[config.mk]
export PLATFORM = sky130hd
export DESIGN_NAME = platform_rom_arbiter
export DESIGN_NICKNAME = d
export VERILOG_FILES = /design/src/rtl/platform_rom_arbiter.sv
export SDC_FILE = /design/constraint.sdc
export NUM_CORES = 1
export LEC_CHECK = 0
export CORE_ASPECT_RATIO = 1.1
export CORE_UTILIZATION = 38
export CTS_BUF_LIST = sky130_fd_sc_hd__clkbuf_16
export DETAILED_ROUTE_END_ITERATION = 12
export PLACE_DENSITY = 0.77
export SLEW_MARGIN = 15
export SYNTH_ARGS = -nofsm -noshare
export SYNTH_HDL_FRONTEND = slang
export SYNTH_SLANG_ARGS = --single-unit
[constraint.sdc]
create_clock -name clk_i -period 1.6 [get_ports clk_i]
set_input_delay 0.16 -clock clk_i [delete_from_list [all_inputs] [get_ports clk_i]]
set_output_delay 0.16 -clock clk_i [all_outputs]
set_load 0.01 [all_outputs]
[src/rtl/platform_rom_arbiter.sv]
// Shares the platform sprite ROM between the VGA pixel fetch (priority) and the game controller
// probe port, and owns the vsync-paced animation frame index.
module platform_rom_arbiter #(
    parameter int unsigned ADDR_W      = 19,
    parameter int unsigned FRAME_TICKS = 8,
    parameter int unsigned STARVE_MAX  = 16
) (
    input  logic              clk_i,
    input  logic              rst_i,
    input  logic              vsync_pulse_i,
    input  logic              anim_en_i,
    input  logic              vga_req_i,
    input  logic [ADDR_W-1:0] vga_addr_i,
    input  logic [7:0]        vga_size_i,
    output logic              vga_valid_o,
    output logic [3:0]        vga_data_o,
    output logic              vga_drop_o,
    input  logic              gc_req_i,
    input  logic [ADDR_W-1:0] gc_addr_i,
    input  logic [7:0]        gc_size_i,
    output logic              gc_ack_o,
    output logic [3:0]        gc_data_o,
    output logic [ADDR_W-1:0] rom_addr_o,
    output logic [7:0]        rom_size_o,
    output logic [1:0]        rom_frame_o,
    input  logic [3:0]        rom_data_i,
    output logic              size_err_o
);
    localparam int unsigned TickW   = (FRAME_TICKS > 1) ? $clog2(FRAME_TICKS) : 1;
    localparam int unsigned StarveW = $clog2(STARVE_MAX + 1);

    typedef enum logic [1:0] {OwnNone, OwnVga, OwnGc, OwnGcDrop} owner_e;

    logic [1:0]         frame_q, frame_d;
    logic [TickW-1:0]   tick_q, tick_d;
    logic [StarveW-1:0] starve_q, starve_d;
    logic               gc_inflight_q, gc_inflight_d;
    logic               size_err_q, size_err_d;
    logic [ADDR_W-1:0]  rom_addr_q, rom_addr_d;
    logic [7:0]         rom_size_q, rom_size_d;
    logic [1:0]         rom_frame_q, rom_frame_d;
    owner_e             own0_q, own0_d, own1_q;
    logic               vga_valid_q, vga_valid_d;
    logic               vga_drop_q, vga_drop_d;
    logic               gc_ack_q, gc_ack_d;
    logic [3:0]         vga_data_q, vga_data_d;
    logic [3:0]         gc_data_q, gc_data_d;

    logic       gc_elig, grant_vga, grant_gc, drop;
    logic [7:0] sel_size;
    logic       size_legal;

    always_comb begin
        frame_d       = frame_q;
        tick_d        = tick_q;
        starve_d      = starve_q;
        gc_inflight_d = gc_inflight_q;
        size_err_d    = size_err_q;
        rom_addr_d    = rom_addr_q;
        rom_size_d    = rom_size_q;
        rom_frame_d   = rom_frame_q;
        own0_d        = OwnNone;
        vga_data_d    = vga_data_q;
        gc_data_d     = gc_data_q;
        grant_vga     = 1'b0;
        grant_gc      = 1'b0;
        drop          = 1'b0;

        // An acked probe is not eligible in its ack cycle, so a held gc_req cannot double-grant.
        gc_elig = gc_req_i & ~gc_inflight_q & ~gc_ack_q;

        if (vga_req_i && gc_elig) begin
            if (starve_q == StarveW'(STARVE_MAX)) begin
                grant_gc = 1'b1;
                drop     = 1'b1;
            end else begin
                grant_vga = 1'b1;
                starve_d  = starve_q + 1'b1;
            end
        end else if (vga_req_i) begin
            grant_vga = 1'b1;
        end else if (gc_elig) begin
            grant_gc = 1'b1;
        end

        sel_size   = grant_gc ? gc_size_i : vga_size_i;
        size_legal = (sel_size == 8'd16) || (sel_size == 8'd32) ||
                     (sel_size == 8'd64) || (sel_size == 8'd128);

        if (grant_vga || grant_gc) begin
            rom_addr_d  = grant_gc ? gc_addr_i : vga_addr_i;
            rom_size_d  = size_legal ? sel_size : 8'd64;
            rom_frame_d = frame_q;
            if (!size_legal) begin
                size_err_d = 1'b1;
            end
            if (grant_gc) begin
                own0_d        = drop ? OwnGcDrop : OwnGc;
                starve_d      = '0;
                gc_inflight_d = 1'b1;
            end else begin
                own0_d = OwnVga;
            end
        end

        // Response slot: the owner tag has travelled two stages alongside the ROM access.
        vga_valid_d = (own1_q == OwnVga);
        vga_drop_d  = (own1_q == OwnGcDrop);
        gc_ack_d    = (own1_q == OwnGc) || (own1_q == OwnGcDrop);
        if (vga_valid_d) begin
            vga_data_d = rom_data_i;
        end
        if (gc_ack_d) begin
            gc_data_d     = rom_data_i;
            gc_inflight_d = 1'b0;
        end

        if (vsync_pulse_i && anim_en_i) begin
            if (tick_q == TickW'(FRAME_TICKS - 1)) begin
                tick_d  = '0;
                frame_d = frame_q + 2'd1;
            end else begin
                tick_d = tick_q + 1'b1;
            end
        end
    end

    always_ff @(posedge clk_i) begin
        if (rst_i) begin
            frame_q       <= '0;
            tick_q        <= '0;
            starve_q      <= '0;
            gc_inflight_q <= 1'b0;
            size_err_q    <= 1'b0;
            rom_addr_q    <= '0;
            rom_size_q    <= '0;
            rom_frame_q   <= '0;
            own0_q        <= OwnNone;
            own1_q        <= OwnNone;
            vga_valid_q   <= 1'b0;
            vga_drop_q    <= 1'b0;
            gc_ack_q      <= 1'b0;
            vga_data_q    <= '0;
            gc_data_q     <= '0;
        end else begin
            frame_q       <= frame_d;
            tick_q        <= tick_d;
            starve_q      <= starve_d;
            gc_inflight_q <= gc_inflight_d;
            size_err_q    <= size_err_d;
            rom_addr_q    <= rom_addr_d;
            rom_size_q    <= rom_size_d;
            rom_frame_q   <= rom_frame_d;
            own0_q        <= own0_d;
            own1_q        <= own0_q;
            vga_valid_q   <= vga_valid_d;
            vga_drop_q    <= vga_drop_d;
            gc_ack_q      <= gc_ack_d;
            vga_data_q    <= vga_data_d;
            gc_data_q     <= gc_data_d;
        end
    end

    assign vga_valid_o = vga_valid_q;
    assign vga_data_o  = vga_data_q;
    assign vga_drop_o  = vga_drop_q;
    assign gc_ack_o    = gc_ack_q;
    assign gc_data_o   = gc_data_q;
    assign rom_addr_o  = rom_addr_q;
    assign rom_size_o  = rom_size_q;
    assign rom_frame_o = rom_frame_q;
    assign size_err_o  = size_err_q;

endmodule

==> flow_summary.yaml, run 1 <==
global_route:
  grt_first_pass_wirelength_mm: 10.2
  first_global_vias: 2289
  grtUsageMet2: 0.348
  grt_max_degree: 32
  overflow: 0
  grt_antenna_before_repair: 0
  grt-busiest-layer: "met2"
  use_met1: 0.214
  track_usage: 0.189
  use_met3: 0.0450
synth:
  synth_top_flop_cell: "dfxtp_1"
  synthesis.area_mm2: 0.00251
  syn_avg_cell_area_um2: 9.63
  synth_edf_count: 0
  async_reset_ff_frac: 0
  yosys_warnings: 0
  synthCells: 261
  synth_nets: 329
  ys_seq_elements: 56
  synth.distinct_cells: 38
  ys_seq_area_frac: 0.446
final_layout:
  area_growth_pct: 69.3
  finalNonFillerCells: 470
  fill_cells: 493
  num_antenna_cells: 0
  fin_nets: 457
  final_cell_area_mm2: 0.00425
  layout-drive-gt1-share: 0.223
power:
  sw_frac_of_total: 0.238
  p_seq_frac: 0.431
  intPower_mw: 2.64
  p_sw_mw: 0.826
  leakage_nw: 1.65
  vdd_drop_max_mv: 0.574
  clkPwrFrac: 0.352
  combPwrFrac: 0.218
  power.density_mw_per_mm2: 816
sta:
  whs_ps: 292
  setup_violations: 5
  setup_tns_ps: -27.5
  min_period_ps: 1620
  finalCritPeriodShare: 1.01
  final-hold-violation-count: 0
  relSlewSlack: 0.703
  tightest_slew_ps: 445
  finalWorstSetupSlack_ps: -15.6
  drv_slew: 0
  fmax_mhz: 619
  finalClockSkew_ps: 8.07
  rsz0062_at_grt: "true"
clock_tree:
  clk_pin_slew_ps: 70
  htreeDepth: 2
  holdBufCountCts: 0
  insertion_delay_ps: 290
  cts_tree: "built"
  root_buffer: "clkbuf_16"
  clock-sinks: 56
  numCtsBuffers: 5
  clock_path_buffers: 2
critical_path:
  worstPathCellList: "or3b_4, a21oi_4, buf_12, clkbuf_16, mux2i_1, a211oi_2"
  required_ps: 1770
  slowest_delay_ps: 430
  critical_path_depth: 6
  r2r_cells: 6
  critPathKind: "reg2reg"
  arrival_ps: 1780
  crit_fanout: 7
  end_kind: "flop"
  start_kind: "flop"
  crit_family: "simple AND/OR/NAND/NOR gates"
  path_buf_inv: 2
  crit_slowest_cell: "or3b_4"
placed_design:
  dp.cells: 453
  globalplace.congestion: 0.805
  io_buffers: 104
  dpl-instance-area_mm2: 0.00383
  dp_slack_ps: -443
  dp_hpwl_mm: 4.79
routing:
  first_pass_iters: 4
  wirelength_mm: 6.84
  drc: 0
  via_per_inst: 5.06
  detail-route-antenna-nets: 0
  routedWlPerCell_um: 14.6
  drt-initial-drc-count: 95
  vias: 2380
job:
  max-cap-violations: 0
floorplanning:
  start_util: 0.401
  core_area_mm2: 0.00627
  die_area_mm2: 0.00694
  fp.dieW_um: 79.5
  dieHeight_um: 87.3
  ios: 105
  fp-row-count: 30
status:
  outcome: "complete, but fails checks"
  violations: "negative setup slack"
hold_path:
  hold_path_class: "in2reg"
  min_path_cells: 2
-- final cells by class --
class,count,area [um2],share of cell area
Multi-Input combinational cell,182,1410,0.330
Timing Repair Buffer,139,1440,0.339
Inverter,5,18.8,0.00441
Tap cell,80,100,0.0235
Clock inverter,3,38.8,0.00912
Clock buffer,5,125,0.0294
Sequential cell,56,1120,0.264
-- layout by cell type (no fill, tap or decap), types with 3 or more instances in the layout --
cell	synthesis	final
clkdlybuf4s50_1	0	102
dfxtp_1	56	53
nor2_1	41	41
buf_4	0	25
mux2i_1	27	18
a211oi_2	16	17
nand2_1	10	10
a21oi_1	9	9
mux2i_2	0	8
xor2_1	7	7
clkbuf_16	0	7
buf_12	0	7
o21ai_0	8	6
nand3_1	6	6
nor3_1	5	5
and2_1	5	5
nor2b_1	5	5
inv_1	5	4
nor3b_1	5	3
a211oi_1	5	3
ha_1	4	3
dfxtp_2	0	3
-- power groups by stage --
stage | registers, mW | clock network (mW) | logic (mW)
after floorplan | 1.55 | 0 | 0.261
after global placement | 1.52 | 0 | 0.655
after detailed placement | 1.52 | 0 | 0.664
after CTS | 1.49 | 1.23 | 0.714
after global routing | 1.50 | 1.32 | 0.806
final | 1.49 | 1.22 | 0.755
-- kinds of logic after synthesis --
logic type | share of synthesized area
multiplexers | 0.108
buffers and inverters | 0.0463
flip-flops | 0.446
AND/OR/NAND/NOR | 0.181
AO/OA/AOI/OAI | 0.171
XOR/XNOR | 0.0279
adder cells (fa/ha/maj) | 0.0199
-- Yosys cell counts (all sizes together), types with 2 or more instances --
cell type / count / area share
dfxtp: 56 / 0.45
nor2: 41 / 0.061
mux2i: 27 / 0.11
a211oi: 21 / 0.095
a21oi: 10 / 0.024
buf: 10 / 0.027
nand2: 10 / 0.015
clkbuf: 8 / 0.012
o21ai: 8 / 0.016
xor2: 7 / 0.024
nand3: 6 / 0.012
and2: 5 / 0.012
inv: 5 / 0.0075
nor2b: 5 / 0.012
nor3: 5 / 0.010
nor3b: 5 / 0.015
ha: 4 / 0.020
nand2b: 3 / 0.0075
o2bb2ai: 3 / 0.010
o31ai: 3 / 0.0090
a31oi: 2 / 0.0050
and3: 2 / 0.0050
nand3b: 2 / 0.0060
nand4: 2 / 0.0050
nor4: 2 / 0.0050
-- final timing paths --
kind / slack, ps / end / start
max: -20 / rom_addr_o[10] / gc_inflight_q
min: 290 / vga_data_o[2] / rst_i
max reg2reg: -20 / rom_addr_o[10] / gc_inflight_q
min reg2reg: 440 / own1_q[1] / own0_q[1]
-- registers in the layout (all words and copies together), names as in the netlist --
register and flops:
rom_addr_o 19, vga_valid_o 1, rom_frame_o 2, size_err_o 1
own1_q 2, rom_size_o 8, tick_q 3, gc_inflight_q 1
vga_data_o 4, gc_ack_o 1, starve_q 5, gc_data_o 4
own0_q 2, vga_drop_o 1, frame_q 2
-- layer usage --
metal,part of all wire,vias to the layer above,wire length (um)
met1,0.41,1132,2810
met4,0.017,0,113
met2,0.52,66,3540
met3,0.055,10,373
met5,0,-,0
li1,-,1172,-
-- what timing repair did --
action,4_1_cts,5_1_grt
buffers inserted,3,3
pin swaps,3,10
gates resized for setup,19,15
gates cloned,1,2
setup endpoints to repair,28,24
-- per-stage QoR --
stage	util	power (mW)
after floorplan	-	1.81
after global placement	0.611	2.18
after detailed placement	0.611	2.19
after CTS	0.659	3.44
after global routing	0.678	3.62
final	0.678	3.47
No activity file was read; power rests on OpenSTA's default activity.
==> inputs of run 2 (changes only) <==
--- a/config.mk
+++ b/config.mk
@@ -5,7 +5,9 @@
 export SDC_FILE = /design/constraint.sdc
 export NUM_CORES = 1
 export LEC_CHECK = 0
+export ABC_CLOCK_PERIOD_IN_PS = 1600
 export CORE_ASPECT_RATIO = 1.1
+export CORE_MARGIN = 1
 export CORE_UTILIZATION = 38
 export CTS_BUF_LIST = sky130_fd_sc_hd__clkbuf_16
 export DETAILED_ROUTE_END_ITERATION = 12
==> results of run 2 <==
Final layout, timing and power as in run 1 (identical DEF).
==> inputs of run 3 (changes only) <==
--- a/config.mk
+++ b/config.mk
@@ -11,7 +11,7 @@
 export CORE_UTILIZATION = 38
 export CTS_BUF_LIST = sky130_fd_sc_hd__clkbuf_16
 export DETAILED_ROUTE_END_ITERATION = 12
-export PLACE_DENSITY = 0.77
+export PLACE_DENSITY = 0.73
 export SLEW_MARGIN = 15
 export SYNTH_ARGS = -nofsm -noshare
 export SYNTH_HDL_FRONTEND = slang
==> run 3 against run 2 <==
  * The run still ends with negative setup slack left
  * Design area shrank 3.2%
  * Global-route usage shrank 0.49 points
  * Hold slack gained 38 ps
  * Clock skew shrank 3.3 ps
  * Via count shrank 3.2%
  * Cell count shrank 0.85%
  * Register-to-register slack gained 20 ps
  * Utilization shrank 2.2 points
  * First-iteration DRC count shrank 8.4%
  * Critical path type unchanged
  * Critical endpoint is now rom_addr_o[4]
==> flow_summary.yaml, run 3 (synthesis results as in run 1) <==
power:
  leakage_nw: 1.59
  vdd_drop_max_mv: 0.509
  power.density_mw_per_mm2: 836
clock_tree:
  htreeDepth: 2
  root_buffer: "clkbuf_16"
  clk_pin_slew_ps: 70
  numCtsBuffers: 5
  insertion_delay_ps: 290
  clock_path_buffers: 2
  clock-sinks: 56
  holdBufCountCts: 0
  cts_tree: "built"
floorplanning:
  fp-row-count: 30
  dieHeight_um: 87.3
  core_area_mm2: 0.00627
  ios: 105
  die_area_mm2: 0.00694
  start_util: 0.401
  fp.dieW_um: 79.5
critical_path:
  arrival_ps: 1770
  worstPathCellList: "or3b_4, a21oi_4, buf_12, mux2i_4, a211oi_2"
  crit_fanout: 22
  end_kind: "flop"
  slowest_delay_ps: 410
  start_kind: "flop"
  required_ps: 1770
  crit_slowest_cell: "or3b_4"
  crit_family: "simple AND/OR/NAND/NOR gates"
  path_buf_inv: 1
  critPathKind: "reg2reg"
placed_design:
  dp_slack_ps: -443
  dp_hpwl_mm: 4.70
  globalplace.congestion: 0.852
  io_buffers: 104
  dp.cells: 454
final_layout:
  most-common-layout-cells: "clkdlybuf4s50_1, dfxtp_1, nor2_1"
  fin_nets: 453
  area_growth_pct: 63.9
  num_antenna_cells: 0
  layout-drive-gt1-share: 0.194
  post-route-util: 0.657
  layout_commonest_cell: "clkdlybuf4s50_1"
  finalNonFillerCells: 466
  largest_reg_flops: 19
global_route:
  overflow: 0
  grt_max_degree: 56
  track_usage: 0.184
  grt_first_pass_wirelength_mm: 10.1
  first_global_vias: 2202
  grt_antenna_before_repair: 0
sta:
  whs_ps: 330
  finalCritPeriodShare: 1.00
  tightest_slew_ps: 369
  final-hold-violation-count: 0
  min_period_ps: 1600
  finalClockSkew_ps: 4.74
  fmax_mhz: 625
  relSlewSlack: 0.752
  rsz0062_at_grt: "true"
  setup_violations: 1
  finalWorstSetupSlack_ps: -0.605
  drv_slew: 0
routing:
  drt-initial-drc-count: 87
  wirelength_mm: 6.50
  via_per_inst: 4.94
  routedWlPerCell_um: 14.0
  drc: 0
  first_pass_iters: 4
  vias: 2304
  detail-route-antenna-nets: 0
status:
  violations: "negative setup slack"
  outcome: "complete, but fails checks"
job:
  max-cap-violations: 0
hold_path:
  hold_path_class: "in2reg"
-- run 3: cell types whose count changed in the layout (fill, tap and decap cells not counted), moves of 2 or more --
cell / delta
clkinv_4: +2
buf_12: -4
buf_6: +2
mux2i_1: +7
o21ai_1: -2
mux2i_2: -7
-- run 3: area by class of cell --
class                           instances  area [um2]
Fill cell                             502        2150
Multi-Input combinational cell        182        1370
Timing Repair Buffer                  135        1330
Sequential cell                        56        1120
Clock buffer                            5         125
Tap cell                               80         100
Clock inverter                          3        47.5
Inverter                                5        18.8
-- run 3: timing repair --
item / CTS / global route
setup endpoints to repair: 20 / 26
pin swaps: 2 / 2
gates cloned: 0 / 1
gates resized for setup: 7 / 15
hold endpoints to repair: 0 / 0
setup buffers: 3 / 0
-- run 3: stage by stage --
stage | setup TNS (ps) | total power [mW] | instance area (um2)
2_1_floorplan | -69.0 | 1.81 | 2540
3_3_place_gp | -8140 | 2.17 | 3810
3_5_place_dp | -9120 | 2.18 | 3810
4_1_cts | -20.6 | 3.45 | 4030
5_1_grt | -1120 | 3.59 | 4120
6_report | -0.605 | 3.44 | 4120
-- run 3: final timing paths --
kind            startpoint             to  slack, ps  depth (start not counted)
max          gc_inflight_q  rom_addr_o[4]       -0.6                          5
min                  rst_i  vga_data_o[3]        330                          3
max reg2reg  gc_inflight_q  rom_addr_o[4]       -0.6                          5
min reg2reg      own0_q[1]      own1_q[1]        450                          1
-- run 3: tightest hold or removal path, delay by kind of cell --
kind          cells  cell delay, ps
buf+inv           2             300
simple gates      1             120
-- run 3: layer usage --
metal | track usage | wire (um) | vias to the layer above | part of all wire
li1 | - | - | 1162 | -
met3 | 0.0387 | 332 | 8 | 0.051
met2 | 0.316 | 3290 | 64 | 0.51
met1 | 0.227 | 2780 | 1070 | 0.43
met4 | 0.0645 | 104 | 0 | 0.016
met5 | 0 | 0 | - | 0
-- run 3: where the power goes --
group / total [mW] / switching [mW] / leakage [nW] / internal (mW)
registers: 1.49 / 0.0322 / 0.460 / 1.46
clock network: 1.25 / 0.510 / 0.0840 / 0.745
logic: 0.697 / 0.287 / 1.04 / 0.410
total: 3.44 / 0.829 / 1.59 / 2.61
